### src/rtl/out_port_alloc_if.sv
// Handshake bundle between one router output allocator and its input ports.
// The master side drives requests and credits. The slave side (the allocator) drives grants and forwarding.
interface out_port_alloc_if #(
    parameter int NUM_IN = 5,
    parameter int SEL_W  = 3,
    parameter int CNT_W  = 3
);
    logic [NUM_IN-1:0] req_i;
    logic [NUM_IN-1:0] valid_i;
    logic [NUM_IN-1:0] tail_i;
    logic              credit_ret_i;

    logic [NUM_IN-1:0] grant_o;
    logic [SEL_W-1:0]  sel_o;
    logic              fwd_o;
    logic              busy_o;
    logic [CNT_W-1:0]  credit_o;
    logic              cred_err_o;

    modport master (
        output req_i, valid_i, tail_i, credit_ret_i,
        input  grant_o, sel_o, fwd_o, busy_o, credit_o, cred_err_o
    );

    modport slave (
        input  req_i, valid_i, tail_i, credit_ret_i,
        output grant_o, sel_o, fwd_o, busy_o, credit_o, cred_err_o
    );
endinterface

### src/rtl/out_port_alloc.sv
// Output-port allocator for a 5-port wormhole router. It uses round-robin arbitration and holds
// the lock for the whole packet. Flit forwarding is gated by downstream credits.
module out_port_alloc #(
    parameter int NUM_IN       = 5,
    parameter int CREDIT_DEPTH = 4,
    parameter int SEL_W        = 3,
    parameter int CNT_W        = 3
) (
    input  logic             clk,
    input  logic             rst,
    out_port_alloc_if.slave  bus
);
    typedef enum logic {IDLE, LOCKED} state_t;

    localparam logic [CNT_W-1:0] CREDIT_MAX = CNT_W'(CREDIT_DEPTH);
    localparam logic [CNT_W-1:0] CNT_ONE    = CNT_W'(1);
    localparam logic [SEL_W-1:0] PTR_RESET  = SEL_W'(NUM_IN - 1);

    state_t            state_reg;
    logic [NUM_IN-1:0] grant_reg;
    logic [SEL_W-1:0]  sel_reg;
    logic [SEL_W-1:0]  rr_ptr_reg;
    logic [CNT_W-1:0]  credit_reg;
    logic [CNT_W-1:0]  credit_next;
    logic              cred_err_reg;
    logic              cred_err_next;

    logic              owner_valid;
    logic              owner_tail;
    logic              fwd;
    logic              release_pkt;
    logic              pick_found;
    logic [SEL_W-1:0]  pick_idx;
    logic [NUM_IN-1:0] pick_onehot;

    // grant_reg is one-hot while locked, so masking picks out the owner's bits without indexing.
    assign owner_valid = |(bus.valid_i & grant_reg);
    assign owner_tail  = |(bus.tail_i & grant_reg);
    assign fwd         = (state_reg == LOCKED) && owner_valid && (credit_reg != '0);
    assign release_pkt = fwd && owner_tail;

    // Scan downward so that the closest requester after rr_ptr is the last one written and wins.
    always_comb begin
        int idx;
        pick_found = 1'b0;
        pick_idx   = '0;
        idx        = 0;
        for (int off = NUM_IN; off >= 1; off--) begin
            idx = (int'(rr_ptr_reg) + off) % NUM_IN;
            if (bus.req_i[idx]) begin
                pick_found = 1'b1;
                pick_idx   = SEL_W'(idx);
            end
        end
    end

    generate
        for (genvar gi = 0; gi < NUM_IN; gi++) begin : g_onehot
            assign pick_onehot[gi] = pick_found && (pick_idx == SEL_W'(gi));
        end
    endgenerate

    // A credit return and a forward in the same cycle cancel out. A return at full count saturates the counter and flags an error.
    always_comb begin
        credit_next   = credit_reg;
        cred_err_next = cred_err_reg;
        case ({bus.credit_ret_i, fwd})
            2'b10: begin
                if (credit_reg == CREDIT_MAX) begin
                    cred_err_next = 1'b1;
                end else begin
                    credit_next = credit_reg + CNT_ONE;
                end
            end
            2'b01:   credit_next = credit_reg - CNT_ONE;
            default: credit_next = credit_reg;
        endcase
    end

    always_ff @(posedge clk or posedge rst) begin
        if (rst) begin
            state_reg    <= IDLE;
            grant_reg    <= '0;
            sel_reg      <= '0;
            rr_ptr_reg   <= PTR_RESET;
            credit_reg   <= CREDIT_MAX;
            cred_err_reg <= 1'b0;
        end else begin
            credit_reg   <= credit_next;
            cred_err_reg <= cred_err_next;
            case (state_reg)
                IDLE: begin
                    if (pick_found) begin
                        grant_reg <= pick_onehot;
                        sel_reg   <= pick_idx;
                        state_reg <= LOCKED;
                    end
                end
                LOCKED: begin
                    // req_i is ignored while locked. Only a forwarded tail flit releases the output.
                    if (release_pkt) begin
                        grant_reg  <= '0;
                        rr_ptr_reg <= sel_reg;
                        state_reg  <= IDLE;
                    end
                end
                default: state_reg <= IDLE;
            endcase
        end
    end

    assign bus.grant_o    = grant_reg;
    assign bus.sel_o      = sel_reg;
    assign bus.fwd_o      = fwd;
    assign bus.busy_o     = (state_reg == LOCKED);
    assign bus.credit_o   = credit_reg;
    assign bus.cred_err_o = cred_err_reg;
endmodule

### src/flat_wrapper.sv
// flat-port wrapper written by rule: the top's interface ports become plain ports
module out_port_alloc_flat 
#(
    parameter int NUM_IN       = 5,
    parameter int CREDIT_DEPTH = 4,
    parameter int SEL_W        = 3,
    parameter int CNT_W        = 3
)
  (clk, rst, bus_req_i, bus_valid_i, bus_tail_i, bus_credit_ret_i, bus_grant_o, bus_sel_o, bus_fwd_o, bus_busy_o, bus_credit_o, bus_cred_err_o);
  out_port_alloc_if #(.NUM_IN(NUM_IN), .SEL_W(SEL_W), .CNT_W(CNT_W)) bus_i ();
  input  logic clk;
  input  logic rst;
  input wire logic [$bits(bus_i.req_i)-1:0] bus_req_i;
  input wire logic [$bits(bus_i.valid_i)-1:0] bus_valid_i;
  input wire logic [$bits(bus_i.tail_i)-1:0] bus_tail_i;
  input wire logic [$bits(bus_i.credit_ret_i)-1:0] bus_credit_ret_i;
  output wire logic [$bits(bus_i.grant_o)-1:0] bus_grant_o;
  output wire logic [$bits(bus_i.sel_o)-1:0] bus_sel_o;
  output wire logic [$bits(bus_i.fwd_o)-1:0] bus_fwd_o;
  output wire logic [$bits(bus_i.busy_o)-1:0] bus_busy_o;
  output wire logic [$bits(bus_i.credit_o)-1:0] bus_credit_o;
  output wire logic [$bits(bus_i.cred_err_o)-1:0] bus_cred_err_o;
  assign bus_i.req_i = bus_req_i;
  assign bus_i.valid_i = bus_valid_i;
  assign bus_i.tail_i = bus_tail_i;
  assign bus_i.credit_ret_i = bus_credit_ret_i;
  assign bus_grant_o = bus_i.grant_o;
  assign bus_sel_o = bus_i.sel_o;
  assign bus_fwd_o = bus_i.fwd_o;
  assign bus_busy_o = bus_i.busy_o;
  assign bus_credit_o = bus_i.credit_o;
  assign bus_cred_err_o = bus_i.cred_err_o;
  out_port_alloc #(.NUM_IN(NUM_IN), .CREDIT_DEPTH(CREDIT_DEPTH), .SEL_W(SEL_W), .CNT_W(CNT_W)) u_core (.clk(clk), .rst(rst), .bus(bus_i));
endmodule
### config.mk
export PLATFORM = sky130hd
export DESIGN_NAME = out_port_alloc_flat
export DESIGN_NICKNAME = d
export VERILOG_FILES = /design/src/rtl/out_port_alloc_if.sv /design/src/rtl/out_port_alloc.sv /design/src/flat_wrapper.sv
export SDC_FILE = /design/constraint.sdc
export NUM_CORES = 1
export LEC_CHECK = 0
export ABC_AREA = 1
export BUFFER_PORTS_ARGS = -buffer_cell sky130_fd_sc_hd__buf_2
export CORE_ASPECT_RATIO = 1.2
export CORE_MARGIN = 3
export CORE_UTILIZATION = 60
export CTS_BUF_LIST = sky130_fd_sc_hd__clkbuf_4 sky130_fd_sc_hd__clkbuf_8
export DETAILED_ROUTE_END_ITERATION = 6
export PLACE_DENSITY = 0.83
export SYNTH_ARGS = -nofsm -noshare
export SYNTH_HDL_FRONTEND = slang
export SYNTH_SLANG_ARGS = --single-unit
### constraint.sdc
create_clock -name clk -period 11.8 [get_ports clk]
set_clock_uncertainty 0.15 [all_clocks]
set_input_delay 2.36 -clock clk [delete_from_list [all_inputs] [get_ports clk]]
set_output_delay 2.36 -clock clk [all_outputs]
set_load 0.01 [all_outputs]
==> impl_results.md <==
* Status: completed
* # diodes at 0
* First-pass GRT wire length at 9180 µm
* Fillers at 345
* I/O Buffers at 31
* Worst-Margin Slew at 0.830 ns
* Post-CTS Setup Bufs at 0
* Critical-path top delay cell: a221oi_1
* Clock Pin Slew Worst Setup and Hold Paths at 0.06 ns
* Fin crit period at 5.85 ns
* Most frequent cells in the layout: nand2_1 (116), nand3_1 (48), inv_1 (43)
* Die Area at 0.00471 mm²
* RR Endpoint: u_core.bus.grant_o[3]
* Mapped Area at 0.00235 mm²
* Post_cts resized at 0
* Total wire length at 5230 µm
* WHS Endpoint: u_core.bus.cred_err_o
* Die X at 63.1 µm
* # setup viols final at 0
* Starting DRT DRC Count at 193
* CP required at 9.29 ns
* Mux cell area share after synthesis at 0.426%
* Area fraction in compound gates after synthesis at 8.84%
* Critical-path cell list: buf_2 > a22o_1 > a221oi_1 > nand2_1 > nand3_1 > inv_1 > buf_2
* Share of layout cells above drive strength 1 at 18.1%
* Final Util at 70.5%
* Seq. cell area at 403 µm²
* Critical path type: in -> out
* CTS H-Tree Depth at 1
* RSZ-0062 raised after global routing: false
* Slew headroom at 44.7%
* Hold Vio Cnt, Final at 0
* Worst Hold Path Cells at 1
* CP endpoint kind: output port
* Post-synth top flop: dfrtp_1
* Cell Area, Placed at 0.00255 mm²
* Clock sink total at 16
* Core footprint at 0.00369 mm²
* Via count at 2,413
* IO Pins at 32
* Avg Inst Size Synth at 6.40 µm²
* Clock latency on the worst-skew pair at 0.25 ns
* Number of synthesized flops with an enable pin at 0
* Adder-cell area share of the yosys netlist at 16.6%
* Clk root buf: clkbuf_8
* FMAX at 171 MHz
* Sequential share of the synthesized area at 17.1%
* Synth Area in Simple Gates at 46.4%
* Crit-path max FO at 5
* Commonest non-fill, non-tap cell in the layout: nand2_1
* Hold Startpoint: u_core.bus.cred_err_o
* Reg2reg start: u_core.rr_ptr_reg[0]
* R2R Setup Slk at 6.72 ns
* Synth cell types at 41
* Total gr overflow at 0
* Flip-flop count of the largest register after layout at 5
* Core Rows at 24
* Cell count of the worst reg-to-reg path at 26
* # hold bufs at CTS at 0
* Post-DRT Antenna Nets at 0
* Leak Pwr at 1.51 nW
* Total track usage at 23.9%
* Vias per cell at 5.37
* Multi-input gate area at 0.00174 mm²
* Setup tns final at 0 ns
* Initial core utilization at 63.6%
* Finished Cell Area at 0.00260 mm²
* #FFs+latches synth at 16
* Tcrit/Tclk final at 49.6%
* Startpoint type of the worst setup path: primary input
* CTS tree: yes
* Post-Syn Instances at 367
* CP peak stage delay at 0.23 ns
* Max-slew violation count at 0
* Vias in the first global route at 2,279
* Clock Path Buffers at 2
* Drt pass-1 iters at 4
* Most frequent CP cell: buf_2
* DRC at 0
* Share of synthesized flip-flops with an asynchronous set or reset at 100%
* Avg WL per Cell at 11.7 µm
* GPL Wtd Cong at 0.882
* Final net count at 446
* Initial antenna violation count at 0
* Hold Crit Class: reg -> reg
* Peak VDD IR at 82.3 µV
* Largest family of logic cells by synthesized area: simple AND/OR/NAND/NOR gates
* Area grow syn2layout at 10.8%
* MaxCap Viol Count at 0
* Syn nets at 415
* Height of the chip at 74.6 µm
* Signal arrival time at the worst endpoint at 3.34 ns
* Ys Warns at 0
* Synth Area in XOR/XNOR at 1.86%
* Pin count of the biggest net entering global routing at 22
* HPWL Detailed at 4260 µm
* Number of CTS-inserted buffers at 3
* PwrDens at 61.2 mW/mm²
-- per-stage QoR --
step / setup WS [ns] / hold WS [ns] / total power, mW / cells
3_5_place_dp: 5.92 / 0.310 / 0.112 / 445
4_1_cts: 5.93 / 0.326 / 0.161 / 449
2_1_floorplan: 6.25 / 0.362 / 0.0976 / 367
5_1_grt: 5.83 / 0.347 / 0.170 / 449
6_report: 5.95 / 0.325 / 0.159 / 449
3_3_place_gp: 5.95 / 0.303 / 0.111 / 445
-- worst max-delay path by stage --
stage | from | to | slack, ns | cells after the start
floorplan | bus_valid_i[0] | bus_fwd_o | 6.25 | 5
global placement | bus_valid_i[0] | bus_fwd_o | 5.95 | 7
detailed placement | bus_valid_i[0] | bus_fwd_o | 5.92 | 7
CTS | bus_valid_i[0] | bus_fwd_o | 5.93 | 7
global route | bus_valid_i[0] | bus_fwd_o | 5.83 | 7
finish | bus_valid_i[0] | bus_fwd_o | 5.95 | 7
-- worst max-delay path: cells and delay by family --
kind                   cells  cell delay (ns)
and+or+nand+nor            2             0.25
AOI/OAI and AO/OA          2             0.44
buffers and inverters      3             0.28
-- layout make-up --
type	instances	area share [%]
flip-flops and latches	16	15.5
inverters	48	7.02
repair buffers	31	5.96
well taps	52	2.50
clock buffers	4	2.12
multi-input cells	298	66.9
-- synth_stat cells (all sizes together), types with 3 or more instances --
master / number / area share (%)
inv: 47 / 7.6
dfrtp: 14 / 15
nand3b: 5 / 1.6
nand4: 6 / 1.6
o21ai: 15 / 3.2
nor2: 21 / 4.4
and2: 3 / 0.91
a21oi: 10 / 2.1
ha: 28 / 15
nand2: 132 / 23
or2: 5 / 1.3
xor2: 4 / 1.5
clkbuf: 3 / 0.53
nand3: 53 / 13
-- metal layers --
| metal | global-route usage (%) | up-vias | wire [µm] |
|---|---|---|---|
| met5 | 0 | - | 0 |
| met4 | 10.0 | 0 | 138 |
| met1 | 28.2 | 1106 | 2280 |
| met2 | 44.4 | 48 | 2650 |
| li1 | - | 1246 | - |
| met3 | 2.27 | 13 | 156 |
-- power breakdown --
part / switching [mW] / total, mW / internal, mW
Sequential: 0.00518 / 0.0682 / 0.0630
Combinational: 0.0246 / 0.0429 / 0.0184
Clock: 0.0185 / 0.0481 / 0.0296
-- cells by family after synthesis --
logic type                 after synthesis
muxes                                    1
AOI/OAI and AO/OA                       35
adders and majority gates               30
and+or+nand+nor                        227
xor gates and xnor gates                 5
DFF                                     16
buffers and inverters                   53
(Power assumes the default switching activity.)
